[config.mk]
export PLATFORM = sky130hd
export DESIGN_NAME = jkff_bist
export DESIGN_NICKNAME = d
export VERILOG_FILES = /design/src/rtl/jkff_pkg.sv /design/src/rtl/jk_lfsr8.sv /design/src/rtl/jkff_bist.sv
export SDC_FILE = /design/constraint.sdc
export NUM_CORES = 1
export LEC_CHECK = 0
export ABC_AREA = 1
export CAP_MARGIN = 20
export CORE_MARGIN = 1
export CORE_UTILIZATION = 25
export CTS_CLUSTER_DIAMETER = 120
export DETAILED_ROUTE_END_ITERATION = 10
export PLACE_DENSITY = 0.46
export SETUP_SLACK_MARGIN = 0.3
export SLEW_MARGIN = 10
export SYNTH_ARGS = -nofsm -noshare
export SYNTH_HDL_FRONTEND = slang
export SYNTH_HIERARCHICAL = 1
export SYNTH_SLANG_ARGS = --single-unit
[constraint.sdc]
create_clock -name clk -period 4.7 [get_ports clk]
set_input_delay 0.94 -clock clk [delete_from_list [all_inputs] [get_ports clk]]
set_output_delay 0.94 -clock clk [all_outputs]
set_load 0.02 [all_outputs]
[src/rtl/jkff_pkg.sv]
// Shared definitions for the jkff built-in self test: state codes, JK input
// encodings, LFSR tap mask and the reference JK next-state function.
package jkff_pkg;

  // FSM state codes
  typedef logic [2:0] state_t;
  localparam state_t IDLE  = 3'd0;
  localparam state_t RST   = 3'd1;
  localparam state_t RUN   = 3'd2;
  localparam state_t DRAIN = 3'd3;
  localparam state_t DONE  = 3'd4;

  // {j,k} encodings
  localparam logic [1:0] JK_HOLD   = 2'b00;
  localparam logic [1:0] JK_RESET  = 2'b01;
  localparam logic [1:0] JK_SET    = 2'b10;
  localparam logic [1:0] JK_TOGGLE = 2'b11;

  // Taps for x^8+x^6+x^5+x^4+1 (bits 7,5,4,3)
  localparam logic [7:0] LFSR_TAPS = 8'hB8;

  // An all-zero seed would lock the LFSR, so it is replaced by 8'h01
  function automatic logic [7:0] seed_fix(input logic [7:0] seed);
    return (seed == 8'h00) ? 8'h01 : seed;
  endfunction

  // Reference JK flip-flop next state
  function automatic logic jk_next(input logic q, input logic j, input logic k);
    logic [1:0] jk;
    jk = {j, k};
    case (jk)
      JK_HOLD:  return q;
      JK_RESET: return 1'b0;
      JK_SET:   return 1'b1;
      default:  return ~q;
    endcase
  endfunction

endpackage

[src/rtl/jk_lfsr8.sv]
// 8-bit Fibonacci LFSR (shift left, feedback into bit 0) that produces the
// pseudo-random j/k vectors. load has priority over en.
module jk_lfsr8
  import jkff_pkg::*;
#(
  parameter logic [7:0] INIT = 8'h01
) (
  input  logic       clk,
  input  logic       reset,
  input  logic       load,
  input  logic [7:0] seed,
  input  logic       en,
  output logic [7:0] value
);

  // Seed load on run start, advance once per enabled cycle
  always_ff @(posedge clk or negedge reset) begin
    if (!reset) begin
      value <= INIT;
    end else if (load) begin
      value <= seed;
    end else if (en) begin
      value <= {value[6:0], ^(value & LFSR_TAPS)};
    end
  end

endmodule

[src/rtl/jkff_bist.sv]
// On-chip exerciser for a jkff instance: resets it, applies LFSR-driven j/k
// vectors, tracks a golden JK model and counts q/qnot mismatches.
module jkff_bist
  import jkff_pkg::*;
#(
  parameter int         NUM_VECTORS = 16,
  parameter logic [7:0] LFSR_SEED   = 8'hA5,
  parameter int         ERR_W       = 8
) (
  input  logic             clk,
  input  logic             reset,
  input  logic             start,
  input  logic             q_in,
  input  logic             qnot_in,
  output logic             j,
  output logic             k,
  output logic             dut_reset,
  output logic             busy,
  output logic             done,
  output logic             pass,
  output logic [ERR_W-1:0] err_count
);

  localparam logic [7:0] SEED_EFF = seed_fix(LFSR_SEED);
  // Counter covers both the 2-cycle RST phase and the vector index
  localparam int VCW = $clog2(NUM_VECTORS + 2);
  localparam logic [VCW-1:0] VEC_LAST = VCW'(NUM_VECTORS - 1);
  localparam logic [VCW-1:0] RST_LAST = VCW'(1);

  state_t           state;
  logic [VCW-1:0]   vec_cnt;
  logic             exp_q;
  logic             chk_en;
  logic [7:0]       lfsr;
  logic             start_ok;
  logic             mismatch;
  logic [ERR_W-1:0] err_next;
  logic             unused_lfsr_bits;

  // Only the two low LFSR bits form a vector
  assign unused_lfsr_bits = ^lfsr[7:2];

  assign start_ok = start && ((state == IDLE) || (state == DONE));

  jk_lfsr8 #(
    .INIT (SEED_EFF)
  ) u_lfsr (
    .clk   (clk),
    .reset (reset),
    .load  (start_ok),
    .seed  (SEED_EFF),
    .en    (state == RUN),
    .value (lfsr)
  );

  // Mismatch detection and saturating error increment for this cycle
  always_comb begin
    mismatch = (q_in != exp_q) || (qnot_in == q_in);
    err_next = err_count;
    if (chk_en && mismatch && (err_count != {ERR_W{1'b1}})) begin
      err_next = err_count + ERR_W'(1);
    end
  end

  // Golden model: follows the registered j/k/dut_reset the flop samples on this edge
  always_ff @(posedge clk or negedge reset) begin
    if (!reset) begin
      exp_q <= 1'b0;
    end else if ((state == RST) || dut_reset) begin
      exp_q <= 1'b0;
    end else begin
      exp_q <= jk_next(exp_q, j, k);
    end
  end

  // Sequencer: FSM, vector counter, registered stimulus, check window and result
  always_ff @(posedge clk or negedge reset) begin
    if (!reset) begin
      state     <= IDLE;
      vec_cnt   <= '0;
      j         <= 1'b0;
      k         <= 1'b0;
      dut_reset <= 1'b1;
      busy      <= 1'b0;
      done      <= 1'b0;
      pass      <= 1'b0;
      err_count <= '0;
      chk_en    <= 1'b0;
    end else begin
      err_count <= err_next;
      case (state)
        IDLE, DONE: begin
          if (start_ok) begin
            state     <= RST;
            vec_cnt   <= '0;
            busy      <= 1'b1;
            done      <= 1'b0;
            pass      <= 1'b0;
            err_count <= '0;
            dut_reset <= 1'b1;
            j         <= 1'b0;
            k         <= 1'b0;
          end
        end
        RST: begin
          j      <= 1'b0;
          k      <= 1'b0;
          chk_en <= 1'b0;
          if (vec_cnt == RST_LAST) begin
            state     <= RUN;
            vec_cnt   <= '0;
            dut_reset <= 1'b0;
          end else begin
            vec_cnt   <= vec_cnt + VCW'(1);
            dut_reset <= 1'b1;
          end
        end
        RUN: begin
          dut_reset <= 1'b0;
          {j, k}    <= lfsr[1:0];
          chk_en    <= 1'b1;
          if (vec_cnt == VEC_LAST) begin
            state <= DRAIN;
          end else begin
            vec_cnt <= vec_cnt + VCW'(1);
          end
        end
        DRAIN: begin
          // Last checked cycle: fold its result into pass
          state  <= DONE;
          j      <= 1'b0;
          k      <= 1'b0;
          chk_en <= 1'b0;
          busy   <= 1'b0;
          done   <= 1'b1;
          pass   <= (err_next == '0);
        end
        default: begin
          state <= IDLE;
        end
      endcase
    end
  end

endmodule
==> reports/results.txt, run 1 <==
clock tree root buffer cell: clkbuf_8
average vias per placed instance: 4.032
Resized cells post-CTS: 0
First-pass DRT Iterations: 4
Tightest Hold Check Type: reg -> reg
total length of routed met3 wires: 122 µm
share of synthesized area occupied by flip-flops and latches: 43.76%
via count: 1524
Seq cells post-synth: 32
transition time of the tightest slew-check pin: 0.8991 ns
highest routing layer actually used: met4
antenna-violating nets left: 0
number of warnings reported in the yosys synthesis log: 6
drt total wl: 3756 µm
number of primary I/O pins: 19
GRT overflow: 0
non-filler cells in the finished layout: 378
GRT Overall Usage: 11.59%
Layout Skew: 0.005689 ns
share of layout cells above drive strength 1: 10.99%
vias in the first global route: 1528
Clk Latency, worst-skew pair: 0.28 ns
average instance area after synthesis: 7.377 µm²
total negative slack for setup checks: 0 ns
largest net degree at the start of global routing: 33
P_leak: 1.095 nW
number of filler instances in the final layout: 761
Tmin final: 2.406 ns
synth-to-layout area growth: 23.13%
count of endpoints failing setup in the final report: 0
FMAX: 415.6 MHz
number of sinks on the clock net: 32
largest fanout on the critical path: 19
post-placement setup slack: 1.954 ns
FF-to-FF path depth: 6
power density over the cells: 583.3 nW/µm²
Fin. Hold Viols: 0
placed cell count: 370
worst-case vdd ir drop: 0.2089 mV
post-layout instance area: 2271 µm²
Worst Path Class, Setup: in -> reg
DRT iter0 DRCs: 64
number of buffers inserted by post-CTS setup repair: 0
met2 wire length: 1728 µm
required time at the worst-slack endpoint: 4.87 ns
origin of the worst setup path: start
synth unique cells: 29
Placed Instance Area: 2163 µm²
CORE AREA: 6944 µm²
async set or reset register ratio after synthesis: 100.0%
Residual DRC: 0
number of clock buffers inserted by TritonCTS: 5
setup slack on the worst flop-to-flop path: 2.78 ns
CP endpoint: u_lfsr/value[3]$_DFFE_PN0P_
maximum number of buffers from clock root to sink: 2
endpoint type of the worst setup path: flip-flop
number of nets in the final layout: 292
number of stages on the worst hold path: 2
normalized max-slew margin: 39.99%
instance count of the mapped netlist: 250
post-layout util: 32.70%
outcome: complete, no violations
top library cells by usage in the layout, fill and taps aside: nand2_1, inv_1, nor2_1
wire length on met1: 1850 µm
global-route wire length before repair: 6872 µm
MaxCap Viol Count: 0
final weighted congestion of routability-driven global placement: 0.7785
area of the mapped netlist: 1844 µm²
Primary FF master, synth: dfrtp_1
pins over their slew limit: 0
clock input transition at the sequential cells of the worst setup and hold paths: 0.07 ns
vertical extent of the die: 87.89 µm
die footprint: 7725 µm²
Crit path arrival time: 2.58 ns
final critical-path setup slack: 2.294 ns
number of enable-type register cells in the synthesized netlist: 0
Inserted Diodes: 0
die width: 87.89 µm
antenna violations before repair: 0
detailed placer's ending HPWL: 2793 µm
average detailed-routed wire length per instance: 9.937 µm
period utilization: 51.20%
Reg2Reg Launch Point: state[0]$_DFFE_PN0P_
hold buffers post-CTS: 0
Worst Setup Start Kind: primary input
count of buffers inserted at the top-level ports: 18
initial standard-cell utilization of the core: 26.56%
number of rows created at floorplan: 30
reg-to-reg critical path endpoint: u_lfsr/value[3]$_DFFE_PN0P_
setup repair after global routing missed its margin: no
clock tree from TritonCTS: done
most common library cell in the layout ignoring fill and taps: nand2_1
total number of H-tree levels: 2
-- flip-flops by register name (all words and copies together) (netlist names), 3 cells and up --
| name | cells |
|---|---|
| err_count | 8 |
| state | 3 |
| u_lfsr/value | 8 |
| vec_cnt | 5 |
-- critical path: stages --
cell and delay [ns]:
clkdlybuf4s50_1 0.51, inv_1 0.06, nor2_2 0.70, nor2_4 0.14
a22oi_1 0.17, nand2_1 0.06
-- synthesized netlist by cell type (2+ instances only) --
library cell	count	area [µm²]
inv_1	30	112.6
a21oi_1	6	30.03
dfstp_2	5	131.4
nor2_2	5	31.28
a22oi_1	2	15.01
nor2_1	28	105.1
o21ai_0	11	55.05
ha_1	6	75.07
nor2_4	3	33.78
dfrtp_1	27	675.7
nand3_1	16	80.08
nand2_1	84	315.3
conb_1	2	7.510
nand2_2	3	18.77
inv_2	5	18.77
xor2_1	3	26.28
nor3_1	2	10.01
-- metal layers --
layer / track usage, % / up-vias
li1: - / 827
met1: 14.92 / 669
met2: 18.96 / 22
met3: 2.545 / 6
met4: 4.471 / 0
met5: 0 / -
-- power breakdown --
group | switching (W) | total, W | internal (W) | leakage [nW]
logic | 0.000364 | 0.000589 | 0.000226 | 0.634
clock network | 0.000102 | 0.000259 | 0.000157 | 0.0552
registers | 0.0000892 | 0.000476 | 0.000387 | 0.406
total | 0.000555 | 0.00132 | 0.000770 | 1.10
-- area by class of cell --
| class | instances | area (µm²) | area share [%] |
|---|---|---|---|
| tap | 96 | 120.1 | 5.289 |
| clock inverter | 2 | 35.03 | 1.543 |
| multi-input combinational | 188 | 917.1 | 40.39 |
| inverter | 35 | 131.4 | 5.785 |
| timing repair buffer | 19 | 187.7 | 8.264 |
| clock buffer | 6 | 72.57 | 3.196 |
| sequential | 32 | 807.0 | 35.54 |
-- cell families after synthesis --
kind of cell,count (synthesis),synth area share [%]
AOI/OAI and AO/OA,25,7.734
xor gates and xnor gates,4,1.900
adders and majority gates,6,4.070
buffers and inverters,36,7.734
DFF,32,43.76
other,2,0.4072
and+or+nand+nor,145,34.40
-- per-stage QoR --
step           hold WS [ns]  total power (W)
5_1_grt              0.5102         0.001456
6_report             0.4862         0.001325
2_1_floorplan        0.4537        0.0009041
3_5_place_dp         0.4753         0.001079
4_1_cts              0.4948         0.001345
3_3_place_gp         0.4732         0.001078
-- how the worst min path moves through the flow --
stage / start / to / slack [ns]
floorplan: u_lfsr/value[6]$_DFFE_PN0P_ / u_lfsr/value[7]$_DFFE_PN1P_ / 0.45
global placement: done$_DFFE_PN0P_ / done$_DFFE_PN0P_ / 0.47
detailed placement: done$_DFFE_PN0P_ / done$_DFFE_PN0P_ / 0.48
CTS: u_lfsr/value[6]$_DFFE_PN0P_ / u_lfsr/value[7]$_DFFE_PN1P_ / 0.49
global route: done$_DFFE_PN0P_ / done$_DFFE_PN0P_ / 0.51
finish: done$_DFFE_PN0P_ / done$_DFFE_PN0P_ / 0.49
Power figures use the tool's default switching activity.
==> run 2: changes to the inputs <==
- clock period: 4.7 -> 2.27 ns (I/O delays scaled with it)
==> reports/results.txt, run 2 (same netlist as run 1, synthesis figures left out) <==
outcome: complete, no violations (unchanged)
total power of the final layout: 0.002764 W (was 0.001325 W)
number of clock buffers inserted by TritonCTS: 5 (unchanged)
number of rows created at floorplan: 30 (unchanged)
share of power burned in the clock network: 19.2% (was 19.5%)
power density over the cells: 1203 nW/µm² (was 583.3 nW/µm²)
antenna-violating nets left: 0 (unchanged)
drt total wl: 3825 µm (was 3756 µm)
final hold slack: 0.4794 ns (was 0.4862 ns)
share of total power in combinational logic: 45.2% (was 44.5%)
required time at the worst-slack endpoint: 1.82 ns (was 4.87 ns)
FMAX: 531.7 MHz
DRT iter0 DRCs: 50 (was 64)
Tightest Hold Check Type: reg -> reg (unchanged)
initial standard-cell utilization of the core: 26.56% (unchanged)
endpoint type of the worst setup path: output pin (was flip-flop)
Inserted Diodes: 0 (unchanged)
proportion of total power due to net switching: 41.56% (was 41.88%)
period utilization: 82.85%
delay of the slowest cell on the worst path: 0.60 ns (was 0.70 ns)
via count: 1539 (was 1524)
hold buffers post-CTS: 0 (unchanged)
clock input transition at the sequential cells of the worst setup and hold paths: 0.07 ns (about the same)
Tmin final: 1.881 ns
number of sinks on the clock net: 32 (unchanged)
setup repair after global routing missed its margin: no (unchanged)
Worst Setup Start Kind: flip-flop (was primary input)
Resized cells post-CTS: 0 (unchanged)
CP endpoint: dut_reset (was u_lfsr/value[3]$_DFFE_PN0P_)
post-layout util: 33.10% (was 32.70%)
antenna violations before repair: 0 (unchanged)
logic depth of the worst path, buffers included: 1 (was 6)
Sw Pwr: 0.001149 W (was 0.0005547 W)
number of nets in the final layout: 295 (was 292)
P_leak: 1.112 nW (was 1.095 nW)
reg-to-reg critical path endpoint: pass$_DFFE_PN0P_ (was u_lfsr/value[3]$_DFFE_PN0P_)
top library cells by usage in the layout, fill and taps aside: nand2_1, inv_1, nor2_1 (unchanged)
die width: 87.89 µm (unchanged)
number of stages on the worst hold path: 2 (unchanged)
die footprint: 7725 µm² (unchanged)
Worst Path Class, Setup: reg -> out (was in -> reg)
origin of the worst setup path: dut_reset$_DFFE_PN1P_ (was start)
detailed placer's ending HPWL: 2897 µm (was 2793 µm)
share of total power in sequential cells: 35.6% (was 36.0%)
average detailed-routed wire length per instance: 10.04 µm (was 9.937 µm)
number of primary I/O pins: 19 (unchanged)
share of layout cells above drive strength 1: 11.93% (was 10.99%)
Layout Skew: 0.005241 ns (was 0.005689 ns)
Reg2Reg Launch Point: err_count[0]$_DFF_PN0_ (was state[0]$_DFFE_PN0P_)
Residual DRC: 0 (unchanged)
critical-path cell with the highest stage delay: clkdlybuf4s50_1 (was nor2_2)
final weighted congestion of routability-driven global placement: 0.7727 (was 0.7785)
largest fanout on the critical path: 3 (was 19)
global-route wire length before repair: 6906 µm (was 6872 µm)
number of buffers and inverters on the critical path: 1 (was 2)
maximum number of buffers from clock root to sink: 2 (unchanged)
Crit path arrival time: 1.43 ns (was 2.58 ns)
Clk Latency, worst-skew pair: 0.27 ns (was 0.28 ns)
clock tree from TritonCTS: done (unchanged)
MaxCap Viol Count: 0 (unchanged)
worst-case vdd ir drop: 0.2732 mV (was 0.2089 mV)
Cell Chain, Critical Path: clkdlybuf4s50_1 (was clkdlybuf4s50_1, inv_1, nor2_2, nor2_4, a22oi_1, nand2_1)
vertical extent of the die: 87.89 µm (unchanged)
First-pass DRT Iterations: 4 (unchanged)
FF-to-FF path depth: 12 (was 6)
setup slack on the worst flop-to-flop path: 0.57 ns (was 2.78 ns)
synth-to-layout area growth: 24.63% (was 23.13%)
GRT overflow: 0 (unchanged)
GRT Overall Usage: 11.60% (was 11.59%)
pins over their slew limit: 0 (unchanged)
critical path's top delay family: buffers and inverters (was simple AND/OR/NAND/NOR gates)
average vias per placed instance: 4.039 (was 4.032)
clock tree root buffer cell: clkbuf_8 (unchanged)
Pint: 0.001615 W (was 0.0007698 W)
most common library cell in the layout ignoring fill and taps: nand2_1 (unchanged)
Fin. Hold Viols: 0 (unchanged)
registers with the highest flip-flop counts: err_count: 8 flops, u_lfsr/value: 8 flops, vec_cnt: 5 flops (unchanged)
count of endpoints failing setup in the final report: 0 (unchanged)
total number of H-tree levels: 2 (unchanged)
count of buffers inserted at the top-level ports: 18 (unchanged)
total negative slack for setup checks: 0 ns (unchanged)
number of buffers inserted by post-CTS setup repair: 0 (unchanged)
largest net degree at the start of global routing: 33 (unchanged)
CORE AREA: 6944 µm² (unchanged)
vias in the first global route: 1545 (was 1528)
run 2: worst min path at each step:
stage	startpoint	end	slack, ns
detailed placement	busy$_DFFE_PN0P_	busy$_DFFE_PN0P_	0.47
global placement	busy$_DFFE_PN0P_	busy$_DFFE_PN0P_	0.47
CTS	busy$_DFFE_PN0P_	busy$_DFFE_PN0P_	0.49
finish	busy$_DFFE_PN0P_	busy$_DFFE_PN0P_	0.48
floorplan	reset	busy$_DFFE_PN0P_	0.16
global route	busy$_DFFE_PN0P_	busy$_DFFE_PN0P_	0.51
run 2: power groups by stage:
stage / sequential, W / clock [W] / combinational (W)
2_1_floorplan: 0.00104 / 0 / 0.000834
4_1_cts: 0.000991 / 0.000558 / 0.00127
3_3_place_gp: 0.00100 / 0 / 0.00126
5_1_grt: 0.00102 / 0.000586 / 0.00145
3_5_place_dp: 0.00100 / 0 / 0.00126
6_report: 0.000985 / 0.000530 / 0.00125
run 2: layout make-up:
class                      count  area, µm²
sequential                    32      807.0
clock buffer                   6      72.57
tap                           96      120.1
timing repair buffer          22      210.2
fill                         762       4646
multi-input combinational    188      922.1
clock inverter                 2      35.03
inverter                      35      131.4
run 2: metal layers:
layer / global-route usage, % / up-vias / wire length, µm
met5: 0 / - / 0
met4: 3.577 / 0 / 21
met3: 2.828 / 2 / 124
met2: 19.38 / 22 / 1771
met1: 14.77 / 678 / 1907
li1: - / 837 / -
run 2: stage by stage:
stage,cell area [µm²],std cells,setup slack (ns)
2_1_floorplan,1867,256,0.6209
3_3_place_gp,2186,373,0.2714
3_5_place_dp,2186,373,0.2471
4_1_cts,2293,381,0.3672
5_1_grt,2298,381,0.3390
6_report,2298,381,0.3893
==> variant 1 (config.mk and constraints of run 1) <==
Reset style: synchronous (`reset`), changed in 3 clocked blocks.
--- a/src/rtl/jk_lfsr8.sv
+++ b/src/rtl/jk_lfsr8.sv
@@ -15,5 +15,5 @@
 
   // Seed load on run start, advance once per enabled cycle
-  always_ff @(posedge clk or negedge reset) begin
+  always_ff @(posedge clk) begin
     if (!reset) begin
       value <= INIT;
--- a/src/rtl/jkff_bist.sv
+++ b/src/rtl/jkff_bist.sv
@@ -64,5 +64,5 @@
 
   // Golden model: follows the registered j/k/dut_reset the flop samples on this edge
-  always_ff @(posedge clk or negedge reset) begin
+  always_ff @(posedge clk) begin
     if (!reset) begin
       exp_q <= 1'b0;
@@ -75,5 +75,5 @@
 
   // Sequencer: FSM, vector counter, registered stimulus, check window and result
-  always_ff @(posedge clk or negedge reset) begin
+  always_ff @(posedge clk) begin
     if (!reset) begin
       state     <= IDLE;
Formal check against the unedited RTL: differs if reset is asserted again (counterexample within 4 cycles, from zero or initial values and one cycle with reset low); with reset held inactive, the same outputs for 10 cycles.
==> variant 1 against run 1 <==
- combinational power shrank 33%
- sequential cell count is the same
- total power shrank 21%
- clock power is essentially flat
- design area shrank 2.3%
- worst setup slack lost 73 ps
- critical endpoint is now err_count[7]
- routed wire length shrank 2.0%
- count of clock-buffer cells in the layout is the same
- sequential share of layout area shrank 6.7 points
- synthesized area shrank 2.4%
- critical path type unchanged
- clock skew grew 1.8 ps
==> variant 1: results <==
{
  "finalClockSkew_ps": 7.53,
  "synth-async-reset-ratio_pct": 0,
  "grt_max_degree": 13,
  "synthTopCellsByCount": "90 x nand2_1, 39 x inv_1, 32 x dfxtp_1",
  "root_buffer": "clkbuf_8",
  "layout-drive-gt1-share_pct": 10.1,
  "fill_cells": 763,
  "clkLatencyLatePin_ps": 280,
  "nNetsFinal": 318,
  "grtUsageTotal_pct": 11.2,
  "ir_drop_uv": 189,
  "cp_max_fo": 12,
  "leakage_nw": 1.01,
  "viasPerCell": 3.97,
  "yosysSeqAreaShare_pct": 35.6,
  "outcome": "finished clean",
  "drtIter0Drc": 41,
  "synthTopCellsByArea": "dfxtp_1 36%, nand2_1 19%, inv_1 8.1%",
  "worst_pin_slew_ps": 922,
  "cts_buffers": 5,
  "grt_pass1_wl_um": 6680,
  "place_congestion": 0.725,
  "wl_per_cell_um": 9.11,
  "pre_cts_slack_ps": 1910,
  "synth_cell_type_count": 28,
  "grt_pass1_vias": 1502,
  "dpl.hpwl_um": 2860
}
variant 1: changes by cell type after synthesis, sizes merged, moves of 2 or more:
cell / delta
dfxtp: +32
nand3: +5
dfrtp: -27
xor2: -2
nor2: -2
inv: +12
dfstp: -5
a21oi: +7
nand2: +7
variant 1: kinds of logic (layout without fill, tap and decap cells):
kind of cell / count (synthesis) / in the layout / share of synthesized area (%)
compound gates: 29 / 29 / 9.38
xor+xnor: 3 / 3 / 1.46
fa+ha+maj: 6 / 6 / 4.17
buf+inv: 49 / 74 / 10.6
flops: 32 / 32 / 35.6
other cells: 2 / 8 / 0.417
simple gates: 156 / 156 / 38.4
variant 1: layout make-up:
class                   instances  area share (%)
multi-input cells             202            44.6
well taps                      96            5.41
repair buffers                 18            8.12
inverters                      48            8.12
flip-flops and latches         32            28.9
clock buffers                   6            3.27
clock inverters                 2            1.58
variant 1: report_power, final:
part	internal [mW]	switching, mW	leakage, nW
Combinational	0.145	0.252	0.693
Clock	0.157	0.102	0.0552
Sequential	0.331	0.0537	0.261
variant 1: critical path, cell delays in order:
cell and delay (ps):
clkdlybuf4s50_1 480, inv_1 40, nor2_1 710, nor2_1 160, inv_1 240, nor2_1 70
variant 1: worst paths after layout:
kind / slack [ps] / endpoint / start
worst min-delay path: 460 / done / done
worst max register to register: 2840 / err_count[7] / state[0]
worst max-delay path: 2220 / err_count[7] / start
worst min register to register: 460 / done / done
variant 1: per-stage QoR:
step	hold WS, ps	std cells	instance area, µm²
5_1_grt	500	404	2220
3_3_place_gp	451	396	2110
3_5_place_dp	454	396	2110
6_report	456	404	2220
4_1_cts	464	404	2220
2_1_floorplan	429	283	1820
variant 1: per-layer routing:
metal,part of all wire [%],GRT usage (%),up-vias,routed length [µm]
li1,-,-,909,-
met1,52,15.3,671,1910
met2,43,16.8,20,1570
met3,3.5,2.94,5,129
met4,1.7,4.55,0,63
met5,0,0,-,0
==> variant 2 (config.mk and constraints of run 1) <==
Made on the original files. Change the parameter `ERR_W` from 8 to 12.
--- a/src/rtl/jkff_bist.sv
+++ b/src/rtl/jkff_bist.sv
@@ -6,5 +6,5 @@
   parameter int         NUM_VECTORS = 16,
   parameter logic [7:0] LFSR_SEED   = 8'hA5,
-  parameter int         ERR_W       = 8
+  parameter int         ERR_W       = 12
 ) (
   input  logic             clk,
Interface: changed (resized err_count); port bits go from 19 to 23. No check against the original RTL was run, so the function may have changed too.
==> variant 2 against run 1 <==
- total power grew 12%
- core utilization decreased by 1.6 points
- largest power group unchanged
- highest routed layer unchanged
- final cell count grew 12%
- worst setup slack got worse by 85 ps
- design area is 13% higher
- critical path type unchanged
- synthesized area up 15%
- routed wire length rose by 28%
- sequential cell count is 4 higher
==> variant 2: results <==
{
  "outcome": "finished clean",
  "cts_setup_buffers": 0,
  "htreeDepth": 2,
  "pre_cts_slack_ps": 1860,
  "critPathArrivalTime_ps": 2680,
  "antenna_left": 0,
  "hold-path-endpoint": "u_lfsr/value[2]",
  "layout-drive-gt1-share_pct": 12.3,
  "portBuffers": 22,
  "synth-async-reset-ratio_pct": 100,
  "cts_resized": 0,
  "regMostFlops": "err_count",
  "synth_cell_type_count": 33,
  "r2r_slack_ps": 2700,
  "grtUsageTotal_pct": 12.2,
  "switchingPower_mw": 0.673,
  "num_antenna_cells": 0,
  "synthTopCellsByArea": "dfrtp_1 37%, nand2_1 15%, dfstp_2 6.2%",
  "dp_cells": 414,
  "cp_max_fo": 12,
  "nNetsFinal": 327,
  "ff2ff_path_depth": 12,
  "finalClockSkew_ps": 15.1,
  "leakage_nw": 1.18,
  "first_pass_iters": 4,
  "largestRegisters": "err_count: 12 flops, u_lfsr/value: 8 flops, vec_cnt: 5 flops",
  "synth_area_leader_cell": "dfrtp_1",
  "r2r-end": "pass",
  "fmax_mhz": 401,
  "clkTransAtPathRegs_ps": 80,
  "hold_class": "reg2reg",
  "largest_reg_flops": 12,
  "timing.rr.start": "err_count[0]",
  "stdcell_count": 422,
  "vias": 1826,
  "yosysSeqAreaShare_pct": 42.7,
  "synth_warnings": 6,
  "fill_cells": 909,
  "ir_drop_uv": 205,
  "grt_pass1_wl_um": 8330,
  "cts_buffers": 5,
  "dpl.hpwl_um": 3680,
  "cts.path.max_buffers": 2,
  "totalWireLength_um": 4800,
  "place_congestion": 0.759,
  "hold_path_startpoint": "u_lfsr/value[1]",
  "clkLatencyLatePin_ps": 290,
  "avgSynthCellArea_um2": 7.50,
  "worst_pin_slew_ps": 974,
  "grt_max_degree": 37,
  "root_buffer": "clkbuf_8",
  "synthTopCellsByCount": "83 x nand2_1, 33 x nor2_1, 32 x inv_1",
  "placed_cell_area_mm2": 0.00247,
  "drtIter0Drc": 35,
  "grt_antenna_before_repair": 0,
  "min_path_cells": 2
}
-- variant 2: layer usage --
metal,global-route usage (%),up-vias,wire length (µm)
li1,-,954,-
met4,3.46,0,30
met2,20.5,23,2340
met5,0,-,0
met1,15.7,844,2300
met3,2.43,5,139
-- variant 2: logic make-up after synthesis --
kind of cell	count (synthesis)	synth area share, %
and+or+nand+nor	164	35.1
adders and majority gates	6	3.54
DFF	36	42.7
AOI/OAI and AO/OA	29	8.13
buffers and inverters	41	8.13
other	2	0.354
xor gates and xnor gates	5	2.06
-- variant 2: power by group through the flow --
| stage | sequential (mW) | clock [mW] | combinational (mW) |
|---|---|---|---|
| final | 0.542 | 0.222 | 0.716 |
| after global routing | 0.560 | 0.246 | 0.820 |
| after CTS | 0.545 | 0.235 | 0.726 |
| after detailed placement | 0.551 | 0 | 0.724 |
| after global placement | 0.549 | 0 | 0.722 |
| after floorplan | 0.574 | 0 | 0.482 |
-- variant 2: cell type report --
| class | instances | area, µm² | area share (%) |
|---|---|---|---|
| repair buffers | 23 | 223 | 8.71 |
| inverters | 38 | 143 | 5.58 |
| flip-flops and latches | 36 | 907 | 35.5 |
| clock inverters | 3 | 18.8 | 0.734 |
| clock buffers | 5 | 68.8 | 2.69 |
| well taps | 105 | 131 | 5.14 |
| multi-input cells | 212 | 1070 | 41.7 |
-- variant 2: worst max path at each step --
stage / from / to / depth (start not counted)
after floorplan: start / u_lfsr/value[3] / 7
after CTS: start / err_count[6] / 5
after global routing: qnot_in / pass / 11
after detailed placement: start / err_count[6] / 5
after global placement: qnot_in / pass / 11
final: start / err_count[11] / 5
-- variant 2: metrics by stage --
step / total power, mW / hold slack, ps
floorplan: 1.06 / 454
global placement: 1.27 / 474
detailed placement: 1.27 / 475
CTS: 1.51 / 492
global route: 1.63 / 518
finish: 1.48 / 492
-- variant 2: critical path: stages --
cell and delay, ps:
clkdlybuf4s50_1 520, inv_1 60, nor2_1 750, buf_4 330
nor2_1 70
